$ cat config.mk
export PLATFORM = sky130hd
export DESIGN_NAME = riscv_imem_loader
export DESIGN_NICKNAME = d
export VERILOG_FILES = /design/src/rtl/riscv_loader_pkg.sv /design/src/rtl/loader_word_asm.sv /design/src/rtl/riscv_imem_loader.sv
export SDC_FILE = /design/constraint.sdc
export NUM_CORES = 1
export LEC_CHECK = 0
export BUFFER_PORTS_ARGS = -buffer_cell sky130_fd_sc_hd__buf_2
export CAP_MARGIN = 15
export CORE_MARGIN = 3
export CORE_UTILIZATION = 40
export DETAILED_ROUTE_END_ITERATION = 16
export GPL_ROUTABILITY_DRIVEN = 0
export GPL_TIMING_DRIVEN = 1
export SLEW_MARGIN = 25
export SYNTH_ARGS = -nofsm -noshare
export SYNTH_HDL_FRONTEND = slang
export SYNTH_SLANG_ARGS = --single-unit
$ cat constraint.sdc
create_clock -name clk -period 3 [get_ports clk]
set_clock_uncertainty 0.1 [all_clocks]
set_input_delay 0.6 -clock clk [delete_from_list [all_inputs] [get_ports clk]]
set_output_delay 0.6 -clock clk [all_outputs]
set_load 0.01 [all_outputs]
$ cat src/rtl/riscv_loader_pkg.sv
// Shared types and constants for the instruction-memory program loader.
package riscv_loader_pkg;

    localparam int unsigned LEN_BYTES = 2;
    localparam int unsigned BYTE_W    = 8;
    localparam int unsigned WORD_W    = 32;
    localparam int unsigned LEN_W     = LEN_BYTES * BYTE_W;

    typedef enum logic [2:0] {
        ST_IDLE,
        ST_LEN0,
        ST_LEN1,
        ST_DATA,
        ST_CSUM,
        ST_DONE,
        ST_ERR
    } loader_state_e;

endpackage

$ cat src/rtl/loader_word_asm.sv
// Packs little-endian stream bytes into 32-bit words; pulses word_valid for
// one cycle, with the completed word registered, after each 4th byte.
module loader_word_asm
    import riscv_loader_pkg::*;
(
    input  logic              clk,
    input  logic              rst,
    input  logic              clear,
    input  logic              byte_en,
    input  logic [BYTE_W-1:0] byte_in,
    output logic              word_last_c,
    output logic [WORD_W-1:0] asm_word,
    output logic              word_valid
);

    logic [1:0]        byte_cnt;
    logic [WORD_W-1:0] shreg;

    // The byte being accepted now completes a word.
    assign word_last_c = byte_en && (byte_cnt == 2'd3);

    // Byte lane insert; the full word is captured with its final byte so the
    // next word's first byte may land in the same cycle as the write.
    always_ff @(posedge clk) begin
        if (!rst) begin
            byte_cnt   <= '0;
            shreg      <= '0;
            asm_word   <= '0;
            word_valid <= 1'b0;
        end else begin
            word_valid <= 1'b0;
            if (clear) begin
                byte_cnt <= '0;
            end else if (byte_en) begin
                byte_cnt                    <= byte_cnt + 2'd1;
                shreg[{byte_cnt, 3'b000} +: BYTE_W] <= byte_in;
                if (byte_cnt == 2'd3) begin
                    asm_word   <= {byte_in, shreg[WORD_W-BYTE_W-1:0]};
                    word_valid <= 1'b1;
                end
            end
        end
    end

endmodule

$ cat src/rtl/riscv_imem_loader.sv
// Framed byte-stream loader writing the instruction memory and gating core reset.
module riscv_imem_loader
    import riscv_loader_pkg::*;
#(
    parameter int unsigned ADDR_W = 8
) (
    input  logic              clk,
    input  logic              rst,
    input  logic              start,
    input  logic [BYTE_W-1:0] in_data,
    input  logic              in_valid,
    output logic              in_ready,
    output logic              mem_we,
    output logic [ADDR_W-1:0] mem_addr,
    output logic [WORD_W-1:0] mem_wd,
    output logic              core_rst,
    output logic              busy,
    output logic              done,
    output logic              err,
    output logic [LEN_W-1:0]  words_loaded
);

    localparam int unsigned DEPTH = 32'd1 << ADDR_W;

    loader_state_e     state;
    logic [BYTE_W-1:0] len_lo;
    logic [LEN_W-1:0]  n_words;
    logic [BYTE_W-1:0] csum;

    logic              xfer_c;
    logic              idle_like_c;
    logic              asm_clear_c;
    logic              byte_en_c;
    logic              word_last_c;
    logic [LEN_W-1:0]  len_n_c;

    // Handshake and datapath enables.
    assign xfer_c      = in_valid && in_ready;
    assign idle_like_c = (state == ST_IDLE) || (state == ST_DONE) || (state == ST_ERR);
    assign asm_clear_c = start && idle_like_c;
    assign byte_en_c   = xfer_c && (state == ST_DATA);
    assign len_n_c     = {in_data, len_lo};

    loader_word_asm u_word_asm (
        .clk         (clk),
        .rst         (rst),
        .clear       (asm_clear_c),
        .byte_en     (byte_en_c),
        .byte_in     (in_data),
        .word_last_c (word_last_c),
        .asm_word    (mem_wd),
        .word_valid  (mem_we)
    );

    // Load FSM with registered status outputs, word index and checksum.
    always_ff @(posedge clk) begin
        if (!rst) begin
            state        <= ST_IDLE;
            in_ready     <= 1'b0;
            busy         <= 1'b0;
            done         <= 1'b0;
            err          <= 1'b0;
            core_rst     <= 1'b1;
            words_loaded <= '0;
            mem_addr     <= '0;
            len_lo       <= '0;
            n_words      <= '0;
            csum         <= '0;
        end else begin
            if (word_last_c) begin
                mem_addr     <= ADDR_W'(words_loaded);
                words_loaded <= words_loaded + LEN_W'(1);
            end
            case (state)
                ST_IDLE, ST_DONE, ST_ERR: begin
                    if (start) begin
                        state        <= ST_LEN0;
                        in_ready     <= 1'b1;
                        busy         <= 1'b1;
                        done         <= 1'b0;
                        err          <= 1'b0;
                        core_rst     <= 1'b1;
                        words_loaded <= '0;
                        csum         <= '0;
                    end
                end
                ST_LEN0: begin
                    if (xfer_c) begin
                        len_lo <= in_data;
                        state  <= ST_LEN1;
                    end
                end
                ST_LEN1: begin
                    if (xfer_c) begin
                        n_words <= len_n_c;
                        if (32'(len_n_c) > DEPTH) begin
                            state    <= ST_ERR;
                            in_ready <= 1'b0;
                            busy     <= 1'b0;
                            err      <= 1'b1;
                        end else if (len_n_c == '0) begin
                            state <= ST_CSUM;
                        end else begin
                            state <= ST_DATA;
                        end
                    end
                end
                ST_DATA: begin
                    if (xfer_c) begin
                        csum <= csum ^ in_data;
                        if (word_last_c && (words_loaded == n_words - LEN_W'(1))) begin
                            state <= ST_CSUM;
                        end
                    end
                end
                ST_CSUM: begin
                    if (xfer_c) begin
                        in_ready <= 1'b0;
                        busy     <= 1'b0;
                        if (in_data == csum) begin
                            state    <= ST_DONE;
                            done     <= 1'b1;
                            core_rst <= 1'b0;
                        end else begin
                            state <= ST_ERR;
                            err   <= 1'b1;
                        end
                    end
                end
                default: begin
                    state    <= ST_IDLE;
                    in_ready <= 1'b0;
                    busy     <= 1'b0;
                    core_rst <= 1'b1;
                end
            endcase
        end
    end

endmodule
==> qor.yml, run 1 <==
post-route-drc-count: 0
max-clock-path-buffers: 2
holdCritPathClass: "flop to flop"
fp.dieW_um: 127
cts_resized: 0
timing.final.crit_share_pct: 90.4
cts_root_buffer: "clkbuf_16"
ctsHoldBuffers: 0
overflow: 0
route.vias.total: 5096
most_common_cell_after_layout_fill_and_taps_aside: "nand2_1"
route.detailed.vias_per_inst: 5.38
start_kind: "flop"
finish.net_count: 774
crit_chain: "inv_1, ha_1, nor3b_1, and3_1, and3_1, o22ai_1, a2111oi_2, and2_1, a31oi_1"
placementRows: 43
globalRouteTotalUtil_pct: 19.0
arrival_ps: 2890
critical-path-top-cell-by-count: "and3_1"
post_synth.cell_area_avg_um2: 8.36
highest_ir_drop_seen_on_vdd_uv: 419
wire_per_inst_um: 16.0
cts_sinks: 122
fmax_mhz: 369
total_power_mw: 4.54
number_of_storage_elements_in_the_synthesis_netlist: 122
synth-edff-count: 0
rsz0062_at_grt: "false"
worst-path-max-fanout: 11
synthesis.yosys.warnings: 0
tritoncts: "done"
drt_wirelength_um: 15100
design.portCount: 74
cts.htree.levels: 4
grt_first_pass_wirelength_um: 24700
final_layout_size_suffix_gt1_share_pct: 16.4
number_of_buffers_added_by_the_clock_tree_synthesis_step: 17
leakage_nw: 2.65
worst_skew_pair.late_latency_ps: 420
synthesis.nets: 723
number_of_global_route_vias_before_repair: 4936
synthArstFlopShare_pct: 0
ys_dominant_reg_cell: "dfxtp_1"
chipHeight_um: 127
first_iter_violations: 399
count_of_final_setup_violators: 0
seq_area_frac_synth_pct: 41.5
pin_count_of_the_biggest_net_entering_global_routing: 98
timing.critical_path.slowest_stage_cell: "dfxtp_1"
yosysUniqueCellTypes: 61
preCtsSetupSlack_ps: 368
slew_violations: 0
status: "completed"
cell_count_after_synthesis: 704
design.die.area_um2: 16200
power.density_cell_area_nw_per_um2: 649
layout.cells.most_common_list: "nand2_1 (136), dfxtp_1 (122), a21boi_0 (74), buf_2 (73), nor2_1 (43)"
clkTransAtPathRegs_ps: 50
initial_antenna_violation_count: 0
dr.pass1.iters: 5
worst_pin_slew_ps: 813
mappedNetlistArea_um2: 5890
buffer_ports.inserted: 73
max_slew_margin_pct: 45.7
design.core.area_um2: 14100
crit_path_end_kind: "flop"
post_route_setup_tns_ps: 0
initial_utilization_pct: 41.6
ff_latch_area_um2: 2440
multiInputGateArea_um2: 3170
syn2layout_area_growth_pct: 19.0
required_ps: 3180
fillers: 1349
place.detailed.hpwl_um: 10100
slowest_delay_ps: 400
max_cap_violations: 0
final-hold-violation-count: 0
critPathKind: "flop to flop"
antenna_cells: 0
cts.repair_timing.setup_buffer_count: 0
postRouteAntennaNets: 0
setup_ws_ps: 288
layout_min_cycle_time_ps: 2710
sequential cells by signal, indices dropped and copies added (netlist names):
signal	count
u_word_asm.asm_word	32
u_word_asm.shreg	24
n_words	16
words_loaded	16
csum	8
len_lo	8
mem_addr	8
state	3
u_word_asm.byte_cnt	2
busy	1
core_rst	1
done	1
err	1
u_word_asm.word_valid	1
power by group:
| part | leakage, nW | switching [mW] | internal [mW] |
|---|---|---|---|
| sequential | 0.983 | 0.0539 | 1.66 |
| clock | 0.326 | 0.737 | 1.60 |
| combinational | 1.34 | 0.310 | 0.188 |
worst paths after layout:
check                           cells past startpoint  slack, ps                   start                endpoint
worst min register to register                      2        360  u_word_asm.asm_word[7]  u_word_asm.asm_word[7]
worst min-delay path                                2        360  u_word_asm.asm_word[7]  u_word_asm.asm_word[7]
worst max-delay path                                9        290              n_words[0]                state[1]
worst max register to register                      9        290              n_words[0]                state[1]
through the flow:
stage / hold slack [ps] / instances / utilization, % / area [um^2]
after detailed placement: 353 / 916 / 44.7 / 6330
after floorplan: 341 / 704 / - / 5890
after global placement: 348 / 916 / 44.7 / 6330
after CTS: 362 / 948 / 49.5 / 7000
after global routing: 376 / 948 / 49.5 / 7000
final: 358 / 948 / 49.5 / 7000
per-layer routing:
| metal | vias up | track usage [%] | share of wire [%] |
|---|---|---|---|
| met5 | - | 0 | 0 |
| met4 | 0 | 6.75 | 1.9 |
| met3 | 33 | 5.31 | 5.9 |
| met2 | 157 | 29.8 | 46 |
| met1 | 2404 | 25.1 | 46 |
| li1 | 2502 | - | - |
synthesized netlist by cell type (all sizes together) (8+ instances only):
cell type | n | share of area, %
xor2 | 24 | 3.6
nor2 | 45 | 3.0
nand4 | 10 | 1.1
a21boi | 75 | 9.6
nand3 | 30 | 2.5
dfxtp | 122 | 41
xnor2 | 14 | 2.1
buf | 14 | 1.8
a21oi | 13 | 1.1
nand3b | 8 | 1.0
clkbuf | 35 | 2.2
o21ai | 23 | 2.0
nor2b | 32 | 3.4
nor3 | 8 | 0.76
mux2i | 26 | 4.4
nand2 | 136 | 8.7
inv | 11 | 0.70
area by class of cell:
cell class                 instances  area share [%]
clock inverter                    12            3.13
clock buffer                      20            6.52
timing repair buffer              82            6.36
multi-input combinational        521            45.3
tap                              180            3.22
sequential                       122            34.9
inverter                          11           0.589
logic make-up after synthesis:
| family | synth area share, % |
|---|---|
| and+or+nand+nor | 25.3 |
| AOI/OAI and AO/OA | 16.8 |
| DFF | 41.5 |
| buffers and inverters | 4.84 |
| xor gates and xnor gates | 5.65 |
| muxes | 4.42 |
| adders and majority gates | 1.49 |
critical path, delay by kind of cell, from the launching register on:
kind	cells	cell delay (ps)
AO/OA/AOI/OAI	3	590
AND/OR/NAND/NOR	4	1080
buffers and inverters	1	110
adder cells (fa/ha/maj)	1	290
flip-flops	1	400
No activity file was read; power rests on OpenSTA's default activity.
==> inputs of run 2 (changes only) <==
--- a/config.mk
+++ b/config.mk
@@ -9,6 +9,7 @@
 export CAP_MARGIN = 15
 export CORE_MARGIN = 3
 export CORE_UTILIZATION = 40
+export CTS_BUF_LIST = sky130_fd_sc_hd__clkbuf_2 sky130_fd_sc_hd__clkbuf_4 sky130_fd_sc_hd__clkbuf_8
 export DETAILED_ROUTE_END_ITERATION = 16
 export GPL_ROUTABILITY_DRIVEN = 0
 export GPL_TIMING_DRIVEN = 1
==> qor.yml, run 2 (same netlist as run 1, synthesis figures left out) <==
slew_violations: 0  # unchanged
crit_path_end_kind: "flop"
antenna_cells: 0  # unchanged
timing.critical_path.slowest_stage_cell: "dfxtp_1"
wire_per_inst_um: 15.6  # -2.2%
worst-path-max-fanout: 11  # unchanged
design.die.area_um2: 16200  # unchanged
first_iter_violations: 368  # -7.8%
power.density_cell_area_nw_per_um2: 585  # -9.8%
critPathKind: "flop to flop"
cts_root_buffer: "clkbuf_8"
final-hold-violation-count: 0  # unchanged
design.portCount: 74  # unchanged
holdCritPathClass: "primary input to flop"
route.vias.total: 5085  # -0.22%
start_kind: "flop"
count_of_final_setup_violators: 0  # unchanged
max-clock-path-buffers: 2  # unchanged
final_layout_size_suffix_gt1_share_pct: 16.5  # +0.13 points
globalRouteTotalUtil_pct: 18.7  # -0.25 points
initial_antenna_violation_count: 0  # unchanged
layout_min_cycle_time_ps: 2660  # -49.0 ps
cts_sinks: 122  # unchanged
leading_registers_by_flop_count: "u_word_asm.asm_word: 32 flops, u_word_asm.shreg: 24 flops"
holdPathEnd: "core_rst"
r2r.worst_path.cells: 9  # unchanged
tritoncts: "done"
drt_wirelength_um: 14800  # -2.2%
syn2layout_area_growth_pct: 15.8
registers.top_by_ff_count: "u_word_asm.asm_word"
highest_ir_drop_seen_on_vdd_uv: 340  # -19%
leakage_nw: 2.56  # -3.2%
post-route-drc-count: 0  # unchanged
worst_hold_startpoint: "rst"
post_route_setup_tns_ps: 0  # unchanged
number_of_global_route_vias_before_repair: 4883  # -1.1%
place.detailed.hpwl_um: 10100  # unchanged
buffer_ports.inserted: 73  # unchanged
dr.pass1.iters: 4  # -1
cp-startpoint: "n_words[0]"
setup_ws_ps: 337  # +49.0 ps
arrival_ps: 2880  # about the same
post-route-cell-area_um2: 6820  # -2.7%
number_of_buffers_added_by_the_clock_tree_synthesis_step: 17  # unchanged
preCtsSetupSlack_ps: 368  # unchanged
cts_resized: 0  # unchanged
crit_chain: "inv_1, ha_1, nor3b_1, and3_1, a32oi_1, o2111ai_1, a2111oi_2, and2_1, o311ai_1"
slowest_delay_ps: 510  # +110 ps
clkTransAtPathRegs_ps: 70  # +20 ps
cts.repair_timing.setup_buffer_count: 0  # unchanged
r2r_end: "state[0]"
pin_count_of_the_biggest_net_entering_global_routing: 98  # unchanged
status: "completed"
worst_pin_slew_ps: 837  # +23.8 ps
overflow: 0  # unchanged
rsz0062_at_grt: "false"
timing.final.crit_share_pct: 88.8  # -1.6 points
layout.cells.most_common_list: "nand2_1 (136), dfxtp_1 (122), a21boi_0 (74), buf_2 (73), nor2_1 (43)"
worst_skew_pair.late_latency_ps: 440  # +20 ps
required_ps: 3220  # +40 ps
route.top_layer_used: "met4"
finish.net_count: 774  # unchanged
design.core.area_um2: 14100  # unchanged
grt_first_pass_wirelength_um: 24400  # -1.3%
ctsHoldBuffers: 0  # unchanged
cp.buffers_inverters: 1  # unchanged
fp.dieW_um: 127  # unchanged
most_common_cell_after_layout_fill_and_taps_aside: "nand2_1"
fillers: 1376  # +2.0%
holdPathStages: 2  # unchanged
fmax_mhz: 376  # +1.8%
route.detailed.vias_per_inst: 5.36  # -0.22%
cpLargestDelayFamily: "compound AO/OA/AOI/OAI gates"
chipHeight_um: 127  # unchanged
wirelength_met1_um: 6850  # -1.5%
critical_path.reg2reg.startpoint: "n_words[0]"
met3WireLength_um: 861  # -2.9%
placementRows: 43  # unchanged
max_cap_violations: 0  # unchanged
flip_flop_count_of_the_largest_register_all_copies_and_words_added: 32  # unchanged
placed_cell_area_um2: 6330  # unchanged
postRouteAntennaNets: 0  # unchanged
dr_wl_met2_um: 6810  # -2.8%
max_slew_margin_pct: 44.1  # -1.6 points
initial_utilization_pct: 41.6  # unchanged
cts.htree.levels: 4  # unchanged
ff2ff_setup_slack_ps: 340  # +50 ps
run 2: layout make-up:
cell class,count,area [um^2],area share (%)
Clock buffer,20,269,3.95
Multi-Input combinational cell,521,3170,46.6
Clock inverter,12,219,3.21
Sequential cell,122,2440,35.8
Inverter,11,41.3,0.606
Tap cell,180,225,3.30
Timing Repair Buffer,82,445,6.53
run 2: per-layer routing:
layer,vias up,global-route usage [%]
met5,-,0
met4,0,8.77
met3,26,3.97
met2,163,28.9
met1,2401,25.1
li1,2495,-
run 2: worst max-delay path by stage:
stage	endpoint	slack (ps)	cells past startpoint
after floorplan	state[0]	520	10
after global placement	state[0]	430	9
after detailed placement	state[0]	370	9
after CTS	state[0]	360	9
after global routing	state[0]	170	9
final	state[0]	340	9
run 2: power by group:
group / total, mW / switching [mW] / internal (mW)
registers: 1.71 / 0.0532 / 1.66
clock network: 1.78 / 0.660 / 1.12
logic: 0.497 / 0.308 / 0.188
total: 3.99 / 1.02 / 2.97
run 2: metrics by stage:
step | power, mW | cells | hold WS (ps) | util [%]
detailed placement | 2.23 | 916 | 353 | 44.7
CTS | 4.02 | 948 | 318 | 48.2
finish | 3.99 | 948 | 346 | 48.2
global placement | 2.23 | 916 | 348 | 44.7
floorplan | 2.11 | 704 | 341 | -
global route | 4.16 | 948 | 338 | 48.2
